===== src/rtl/pipe_pkg.sv =====
// pipe_pkg: shared definitions for the pipeline stage register.
//   - default widths of the datapath, control vector and destination register
//   - bit positions inside the control vector
//   - state encoding of the stage (ST_SKID only reachable when
//     PIPE_STAGE_REG_SKID_EN is defined)
package pipe_pkg;

    localparam int unsigned DEF_DATA_W   = 32;
    localparam int unsigned DEF_NUM_DATA = 3;
    localparam int unsigned DEF_CTRL_W   = 7;
    localparam int unsigned DEF_RD_W     = 5;

    // Control vector bit positions
    localparam int unsigned CTRL_BRANCH    = 0;
    localparam int unsigned CTRL_MEMREAD   = 1;
    localparam int unsigned CTRL_MEMTOREG  = 2;
    localparam int unsigned CTRL_MEMWRITE  = 3;
    localparam int unsigned CTRL_REGWRITE  = 4;
    localparam int unsigned CTRL_JUMP      = 5;
    localparam int unsigned CTRL_ZERO      = 6;

    typedef enum logic [1:0] {
        ST_EMPTY = 2'd0,
        ST_FULL  = 2'd1,
        ST_SKID  = 2'd2
    } state_t;

endpackage


===== src/rtl/pipe_stage_reg_sat_counter.sv =====
// sat_counter: up-counter that stops at all-ones instead of wrapping.
// Ports:
//   clk    - clock
//   clr_n  - synchronous active-low clear
//   inc    - add one this cycle (ignored once saturated)
//   count  - current count
module sat_counter #(
    parameter int unsigned WIDTH = 16
) (
    input  logic             clk,
    input  logic             clr_n,
    input  logic             inc,
    output logic [WIDTH-1:0] count
);

    always_ff @(posedge clk) begin
        if (!clr_n) begin
            count <= '0;
        end else if (inc && (count != '1)) begin
            count <= count + WIDTH'(1);
        end
    end

endmodule


===== src/rtl/pipe_stage_reg.sv =====
// pipe_stage_reg: valid/ready pipeline register (EX/MEM latch replacement).
// Optional feature macro: PIPE_STAGE_REG_SKID_EN adds a one-entry skid buffer
// and makes in_ready a registered signal (no out_ready -> in_ready path).
// Ports:
//   clk, rst_n          - clock, synchronous active-low reset
//   in_valid/in_ready   - upstream handshake
//   in_data/ctrl/rd     - incoming payload (word 0 in the LSBs of in_data)
//   flush               - discard everything held, refuse input this cycle
//   out_valid/out_ready - downstream handshake
//   out_data/ctrl/rd    - held payload; out_ctrl is zero whenever out_valid=0
//   stall_cnt           - saturating count of cycles with out_valid && !out_ready
module pipe_stage_reg
    import pipe_pkg::*;
#(
    parameter int unsigned DATA_W   = DEF_DATA_W,
    parameter int unsigned NUM_DATA = DEF_NUM_DATA,
    parameter int unsigned CTRL_W   = DEF_CTRL_W,
    parameter int unsigned RD_W     = DEF_RD_W
) (
    input  logic                       clk,
    input  logic                       rst_n,
    input  logic                       in_valid,
    output logic                       in_ready,
    input  logic [NUM_DATA*DATA_W-1:0] in_data,
    input  logic [CTRL_W-1:0]          in_ctrl,
    input  logic [RD_W-1:0]            in_rd,
    input  logic                       flush,
    output logic                       out_valid,
    input  logic                       out_ready,
    output logic [NUM_DATA*DATA_W-1:0] out_data,
    output logic [CTRL_W-1:0]          out_ctrl,
    output logic [RD_W-1:0]            out_rd,
    output logic [15:0]                stall_cnt
);

    state_t                     state;
    state_t                     next_state;
    logic [NUM_DATA*DATA_W-1:0] data_q;
    logic [CTRL_W-1:0]          ctrl_q;
    logic [RD_W-1:0]            rd_q;
    logic                       in_xfer;
    logic                       out_xfer;
    logic                       stall_inc;

    // flush wins over a simultaneous in_valid
    assign in_xfer   = in_valid && in_ready && !flush;
    assign out_xfer  = out_valid && out_ready;
    assign stall_inc = out_valid && !out_ready;

    // ---------------- state register ----------------
    always_ff @(posedge clk) begin
        if (!rst_n) begin
            state <= ST_EMPTY;
        end else begin
            state <= next_state;
        end
    end

    // ---------------- next-state logic ----------------
    always_comb begin
        next_state = state;
        case (state)
            ST_EMPTY: begin
                if (in_xfer) next_state = ST_FULL;
            end
            ST_FULL: begin
                if (out_xfer && !in_xfer) next_state = ST_EMPTY;
`ifdef PIPE_STAGE_REG_SKID_EN
                else if (in_xfer && !out_xfer) next_state = ST_SKID;
`endif
            end
`ifdef PIPE_STAGE_REG_SKID_EN
            ST_SKID: begin
                if (out_xfer) next_state = ST_FULL;
            end
`endif
            default: next_state = ST_EMPTY;
        endcase
        if (flush) next_state = ST_EMPTY;
    end

    // ---------------- outputs ----------------
`ifdef PIPE_STAGE_REG_SKID_EN
    logic                       ready_q;
    logic [NUM_DATA*DATA_W-1:0] skid_data;
    logic [CTRL_W-1:0]          skid_ctrl;
    logic [RD_W-1:0]            skid_rd;

    // Registered readiness; gating with rst_n keeps in_ready low during reset
    // while still allowing an accept on the first cycle after release.
    always_ff @(posedge clk) begin
        if (!rst_n) begin
            ready_q <= 1'b1;
        end else begin
            ready_q <= (next_state != ST_SKID);
        end
    end
`endif

    always_comb begin
        out_valid = (state != ST_EMPTY);
`ifdef PIPE_STAGE_REG_SKID_EN
        in_ready  = ready_q && rst_n;
`else
        in_ready  = rst_n && (out_ready || (state == ST_EMPTY));
`endif
    end

    assign out_data = data_q;
    assign out_rd   = rd_q;
    assign out_ctrl = out_valid ? ctrl_q : '0;

    // ---------------- payload ----------------
`ifdef PIPE_STAGE_REG_SKID_EN
    // Input lands in the output slot when that slot is free (or being freed);
    // otherwise it parks in the skid entry, which refills the slot next drain.
    always_ff @(posedge clk) begin
        if (!rst_n) begin
            data_q <= '0;
            ctrl_q <= '0;
            rd_q   <= '0;
        end else if (state == ST_SKID) begin
            if (out_xfer) begin
                data_q <= skid_data;
                ctrl_q <= skid_ctrl;
                rd_q   <= skid_rd;
            end
        end else if (in_xfer && ((state == ST_EMPTY) || out_xfer)) begin
            data_q <= in_data;
            ctrl_q <= in_ctrl;
            rd_q   <= in_rd;
        end
    end

    always_ff @(posedge clk) begin
        if (!rst_n || flush) begin
            skid_data <= '0;
            skid_ctrl <= '0;
            skid_rd   <= '0;
        end else if (in_xfer && (state == ST_FULL) && !out_xfer) begin
            skid_data <= in_data;
            skid_ctrl <= in_ctrl;
            skid_rd   <= in_rd;
        end
    end
`else
    always_ff @(posedge clk) begin
        if (!rst_n) begin
            data_q <= '0;
            ctrl_q <= '0;
            rd_q   <= '0;
        end else if (in_xfer) begin
            data_q <= in_data;
            ctrl_q <= in_ctrl;
            rd_q   <= in_rd;
        end
    end
`endif

    // ---------------- stall counter ----------------
    sat_counter #(
        .WIDTH(16)
    ) u_stall_cnt (
        .clk   (clk),
        .clr_n (rst_n),
        .inc   (stall_inc),
        .count (stall_cnt)
    );

endmodule


===== config.mk =====
export PLATFORM = sky130hd
export DESIGN_NAME = pipe_stage_reg
export DESIGN_NICKNAME = d
export VERILOG_FILES = /design/src/rtl/pipe_pkg.sv /design/src/rtl/pipe_stage_reg_sat_counter.sv /design/src/rtl/pipe_stage_reg.sv
export SDC_FILE = /design/constraint.sdc
export NUM_CORES = 1
export LEC_CHECK = 0
export ABC_AREA = 1
export CELL_PAD_IN_SITES_DETAIL_PLACEMENT = 2
export CELL_PAD_IN_SITES_GLOBAL_PLACEMENT = 2
export CORE_MARGIN = 4
export CORE_UTILIZATION = 18
export CTS_CLUSTER_SIZE = 24
export DETAILED_ROUTE_END_ITERATION = 8
export PLACE_DENSITY_LB_ADDON = 0.15
export SYNTH_ARGS = -nofsm -noshare
export SYNTH_HDL_FRONTEND = slang
export SYNTH_SLANG_ARGS = --single-unit

===== constraint.sdc =====
create_clock -name clk -period 1.58 [get_ports clk]
set_input_delay 0.316 -clock clk [delete_from_list [all_inputs] [get_ports clk]]
set_output_delay 0.316 -clock clk [all_outputs]
set_load 0.1 [all_outputs]

==> results.md, run 1 <==
- Slew Limit Fails: 0
- TritonCTS Buffers: 17
- Commonest non-fill, non-tap cell in the layout: nor2_1
- DRC violations left: 0
- Slew Limit Headroom: 0.751
- Clock-pin slew on the worst setup and hold paths: around 0.06 ns
- Final #Nets: between 1000 and 1500
- Peak supply drop: between 500 and 600 uV
- Post-synthesis cell type count: 21
- CTS HTree Levels: 4
- Ant. Diodes: 0
- Adder-cell share of the synthesized area: 0.00267
- Post-Synth Simple-Gate Area: 0.267
- Chip Width: ~170 um
- Final core utilization: 0.400
- Part of the cycle the worst path needs: 1.03
- Combinational family with the most area after synthesis: simple AND/OR/NAND/NOR gates
- Total die area: roughly 29000 um^2
- Post-synthesis compound-gate area fraction: 0.131
- Met2 WL: 12.4 mm
- Root Driver: clkbuf_16
- Leakage Power: between 4 and 5 nW
- Initial antenna violation count: 2
- Final Critical Period: roughly 1.6 ns
- Starting Density: 0.185
- Syn Area/Cell: 7.39 um^2
- Pre-CTS setup slack: -0.476 ns
- Area Overhead vs Synth: 116%
- Met3 Wirelength: about 1.8 mm
- Top cell type's share of synthesized area: 0.533
- Max FO, Critical Path: 2
- Sequential share of the synthesized area: 0.533
- Grt ovf: 0
- Final hold violation count: 0
- Top sig layer: met5
- Placement Rows: 58
- Failing checks: negative setup slack
- Vias after detailed routing: between 5000 and 6000
- WP data required: 1.26 ns
- Final GP Congestion: around 0.73
- Clock skew: between 0.007 and 0.008 ns
- Ys Warns: 0
- Setup crit end kind: output pin
- Fin cells: around 1200
- Seq cells post-synth: roughly 130
- CTS tree: built
- Asr flop ratio synth: 0
- Routed vias/inst: 4.28
- Largest net degree at the start of global routing: 84
- DRT met1 WL: between 9 and 10 mm
- Most area-consuming cells after synthesis: dfxtp_1 53%, nor2_1 19%, o21ai_0 11%, nand2_1 4.6%, clkbuf_1 2.4%
- Total placed cells including tap cells: between 1000 and 1500
- Critical path class: reg2out
- Post-synth top area cell: dfxtp_1
- First-pass GRT wire length: 34.6 mm
- WL final: 23.6 mm
- Most frequent cells in the layout: 231 x nor2_1, 135 x buf_12, 110 x clkdlybuf4s50_1
- Arrival @ worst endpoint: around 1.3 ns
- Worst-Margin Slew: roughly 0.37 ns
- Die H: 169 um
- Pwr Total: 9.94 mW
- Fmax: 617 MHz
- Avg WL per Cell: 18.9 um
- DRT antenna net count: 0
- Clock Latency Late Sink: 0.42 ns
- Pwr per Cell Area: between 900 and 1000 nW/um^2
- I/O pins: roughly 240
- Sink Count: roughly 130
- Layout cell share with drive strength beyond 1: 0.291
- Starting DRT DRC Count: 120
- # setup viols final: 2
- Startpoint types: flip-flop
- Core Area: roughly 25000 um^2
- Number of synthesized flops with an enable pin: 0
- Worst min-delay path class: in2reg
- Synth Flop Type: dfxtp_1
- Overall Global Routing Usage: 0.153
- Max-cap violations: 0
- Mux contribution to synthesized area: 0
- Drt first pass iters: 4
- Syn_nets: roughly 750
- Unrepaired setup endpoints after global routing: yes
- Vias in the first global route: about 6000
- CTS max path bufs: 2
- Post-Synth XOR/XNOR Area: 0.0112
- Fillers: between 2000 and 3000
- Final HPWL DP: approximately 16 mm
- Setup ws final: -0.0399 ns
- Port Buffers: 238
- Cell count after synthesis: 635
- Mapped Area: between 4000 and 5000 um^2
- Run status: complete, but fails checks
## per-layer routing
metal,global-route usage,up-vias
li1,-,2571
met1,0.165,2605
met2,0.279,146
met3,0.0662,21
met4,0.0350,4
met5,0,-
## where the power goes
group / internal (mW) / switching (mW) / total, mW
registers: 3.28 / 0.155 / 3.43
logic: 0.950 / 1.42 / 2.37
clock network: 2.58 / 1.56 / 4.14
## timing repair
action	4_1_cts	5_1_grt
pin swaps	2	16
hold buffers	0	0
buffers inserted	2	5
cloned	2	9
gates resized for setup	14	50
setup endpoints to repair	31	128
hold endpoints to repair	0	0
## cell usage after synthesis, types with 2 or more instances
cell type	number
nand3_1	10
inv_1	19
dfxtp_1	125
nand4_1	6
nand2_1	58
a21oi_1	13
xor2_1	3
o21ai_0	103
buf_4	5
xnor2_1	3
clkbuf_1	30
o21ai_1	7
buf_6	2
inv_2	2
nor2_1	243
## layout make-up
class,instances,area [um^2],share of cell area
Clock buffer,20,457,0.0450
Inverter,21,113,0.0111
Tap cell,330,413,0.0406
Timing Repair Buffer,290,4380,0.431
Clock inverter,12,161,0.0159
Multi-Input combinational cell,451,2070,0.204
Sequential cell,125,2560,0.252
## registers in the layout, summed over array words and instances (netlist names)
signal             count
ctrl_q                 7
out_rd                 5
out_data              96
u_stall_cnt.count     16
state                  1
## per-stage QoR
stage | TNS (ns) | instance area, um^2 | hold slack [ns]
floorplan | -0.478 | 4820 | 0.435
CTS | -0.969 | 9770 | 0.293
global placement | -42.48 | 9050 | 0.492
global route | -1.37 | 10200 | 0.315
detailed placement | -47.22 | 9050 | 0.499
finish | -0.0499 | 10200 | 0.303
## cell families after synthesis
group           count (synthesis)
flops                         125
fa+ha+maj                       1
buf+inv                        59
xor+xnor                        6
simple gates                  321
compound gates                123
## worst max-delay path, stage by stage, from the launching register on
cell	delay, ns
dfxtp_4	0.35
inv_2	0.06
nor2_4	0.03
buf_6	0.12
nor2_4	0.13
buf_12	0.19
## final timing paths
kind                                            from  cells after the start                    to  slack [ns]
worst min-delay path                           rst_n                      4              state[0]        0.30
worst max-delay path                        state[0]                      5              in_ready       -0.04
worst min register to register  u_stall_cnt.count[6]                      2  u_stall_cnt.count[6]        0.54
worst max register to register              state[0]                      9          out_data[68]           0
No activity file was read; power rests on OpenSTA's default activity.
==> inputs of run 2 (changes only) <==
- CORE_UTILIZATION: 18 -> 20
- clock period: 1.58 -> 1.65 ns (I/O delays scaled with it)
==> run 2 against run 1 <==
The flow still finishes with violations (negative setup slack). Total power fell by 9.7%. Largest power group unchanged. Wire length is 9.7% lower. Sequential power decreased by 4%. Global-route usage rose by 1.2 points. Highest routed layer unchanged. Final cell count down 3.5%. Largest cell class unchanged. Flip-flop and latch count is the same. First-iteration DRC count grew 62%. Sequential share of layout area grew 1.8 points. Non-clock buffer count fell by 25. Hold slack improved by 0.049 ns. Worst setup slack better by 0.037 ns. Critical path type is now in2out. Die area decreased by 9.5%.
==> results.md, run 2 (synthesis results as in run 1) <==
- Failing checks: negative setup slack
- Placement Rows: between 50 and 60
- Sequential standard cell area: approximately 2600 um^2
- Root Driver: clkbuf_16
- Starting DRT DRC Count: 194
- Peak supply drop: between 500 and 600 uV
- Sw Ratio: 0.320
- Setup TNS: -0.00246 ns
- CTS HTree Levels: 4
- Clock-pin slew on the worst setup and hold paths: approximately 0.060 ns
- CTS tree: built
- WP data required: roughly 1.3 ns
- Final Cell Area: ~9400 um^2
- Seq pwr share: 0.366
- Most frequent cells in the layout: 241 x nor2_1, 130 x buf_12, 111 x clkdlybuf4s50_1
- Worst Hold End: state[0]
- Worst-Margin Slew: approximately 0.63 ns
- Fin cells: between 1000 and 1500
- Total placed cells including tap cells: about 1200
- Fmax: ~610 MHz
- Layout cell share with drive strength beyond 1: 0.238
- Fillers: between 2000 and 2500
- Pwr per Cell Area: 951 nW/um^2
- Total die area: 26000 um^2
- Slew Limit Headroom: 0.577
- Port Buffers: 238
- Worst min-delay path class: in2reg
- Slew Limit Fails: 0
- TritonCTS Buffers: 17
- Clk pwr share: 0.394
- Run status: complete, but fails checks
- Part of the cycle the worst path needs: 1.00
- FF-to-FF Start: u_stall_cnt.count[0]
- Internal reg-to-reg setup slack: around 0.14 ns
- First-pass GRT wire length: between 30 and 40 mm
- Combinational Power Share: 0.239
- Area after DPL: approximately 8900 um^2
- Internal power: between 6 and 7 mW
- # setup viols final: 1
- Initial antenna violation count: 1
- Final GP Congestion: 0.727
- Drt first pass iters: 4
- Avg WL per Cell: about 18 um
- DRT antenna net count: 0
- Pwr Total: about 9 mW
- Max FFs per register: 96
- Clock skew: 0.00775 ns
- Chip Width: between 150 and 200 um
- Core Area: between 20000 and 25000 um^2
- Sw power: around 2.9 mW
- Final Critical Period: around 1.7 ns
- DRC violations left: 0
- Routed vias/inst: about 4.3
- Overall Global Routing Usage: 0.165
- I/O pins: 239
- Unrepaired setup endpoints after global routing: yes
- Grt ovf: 0
- Ant. Diodes: 0
- Final hold violation count: 0
- Arrival @ worst endpoint: between 1 and 1.5 ns
- Commonest non-fill, non-tap cell in the layout: nor2_1
- CTS max path bufs: 2
- Leakage Power: around 3.9 nW
- WL final: about 21 mm
- Max-cap violations: 0
- Worst R2R Path Depth: 9
- Final #Nets: 995
- R2r endpoint: u_stall_cnt.count[15]
- Setup ws final: -0.00246 ns
- Setup crit end kind: output pin
- Starting Density: 0.205
- Sink Count: between 100 and 150
- Vias after detailed routing: ~5200
- Final HPWL DP: around 16 mm
- HP Start: rst_n
- Max FO, Critical Path: 5
- Die H: about 160 um
- Multi-input logic area: between 1500 and 2000 um^2
- Startpoint types: input port
- Area Overhead vs Synth: 101%
- Clock Latency Late Sink: 0.42 ns
- Hold Path Depth: 4
- Largest net degree at the start of global routing: 67
- Critical path class: in2out
- Vias in the first global route: about 6000
[run 2: changes by cell type in the layout (fill, tap and decap cells not counted), moves of 8 or more]
cell | previous run | this run
o21ai_1 | 17 | 8
o21ai_0 | 90 | 102
nand2_1 | 49 | 58
nor2_2 | 9 | 1
nor2_1 | 231 | 241
[run 2: critical path: stages]
cell and delay, ns:
clkdlybuf4s50_1 0.51, nor2_4 0.06, buf_6 0.13, nor2_4 0.11
buf_12 0.18
[run 2: area by class of cell]
| class | count | share of cell area |
|---|---|---|
| timing repair buffer | 265 | 0.414 |
| sequential | 125 | 0.270 |
| multi-input combinational | 451 | 0.208 |
| clock buffer | 19 | 0.0481 |
| tap | 313 | 0.0415 |
| clock inverter | 11 | 0.0101 |
| inverter | 21 | 0.00848 |
[run 2: stage by stage]
| stage | hold WS [ns] | utilization | setup WS (ns) |
|---|---|---|---|
| after floorplan | 0.449 | - | -0.198 |
| after global placement | 0.493 | 0.388 | -0.346 |
| after detailed placement | 0.515 | 0.388 | -0.436 |
| after CTS | 0.353 | 0.412 | -0.0383 |
| after global routing | 0.343 | 0.413 | -0.0474 |
| final | 0.352 | 0.413 | -0.00246 |
[run 2: repair_timing]
item,in CTS,in global routing
gates resized for setup,1,10
hold buffers,0,0
gates cloned,0,0
endpoints found under the setup margin,8,79
pin swaps,0,2
setup buffers,0,1
[run 2: power groups by stage]
stage | sequential [mW] | clock (mW) | combinational (mW)
global route | 3.31 | 3.85 | 2.24
CTS | 3.29 | 3.68 | 2.17
finish | 3.29 | 3.54 | 2.15
global placement | 3.34 | 0 | 2.13
detailed placement | 3.35 | 0 | 2.16
floorplan | 4.20 | 0 | 0.259
[run 2: per-layer routing]
layer	vias up	part of all wire	track usage	routed length, um
met5	-	0.00056	0	12
met4	2	0.011	0.0353	228
met3	15	0.099	0.0891	2100
met2	159	0.49	0.281	10500
met1	2524	0.40	0.184	8480
li1	2515	-	-	-
[run 2: worst max-delay path by stage]
stage	slack, ns	end	startpoint
global placement	-0.35	out_data[7]	flush
finish	-0.002	in_ready	out_ready
global route	-0.05	in_ready	state[0]
detailed placement	-0.44	out_data[56]	flush
floorplan	-0.20	in_ready	state[0]
CTS	-0.04	out_ctrl[0]	state[0]
==> inputs of run 3 (changes only) <==
- GPL_ROUTABILITY_DRIVEN: default -> 0
==> results of run 3 <==
Same layout as run 2: the final DEF is identical, and so are final timing and power.
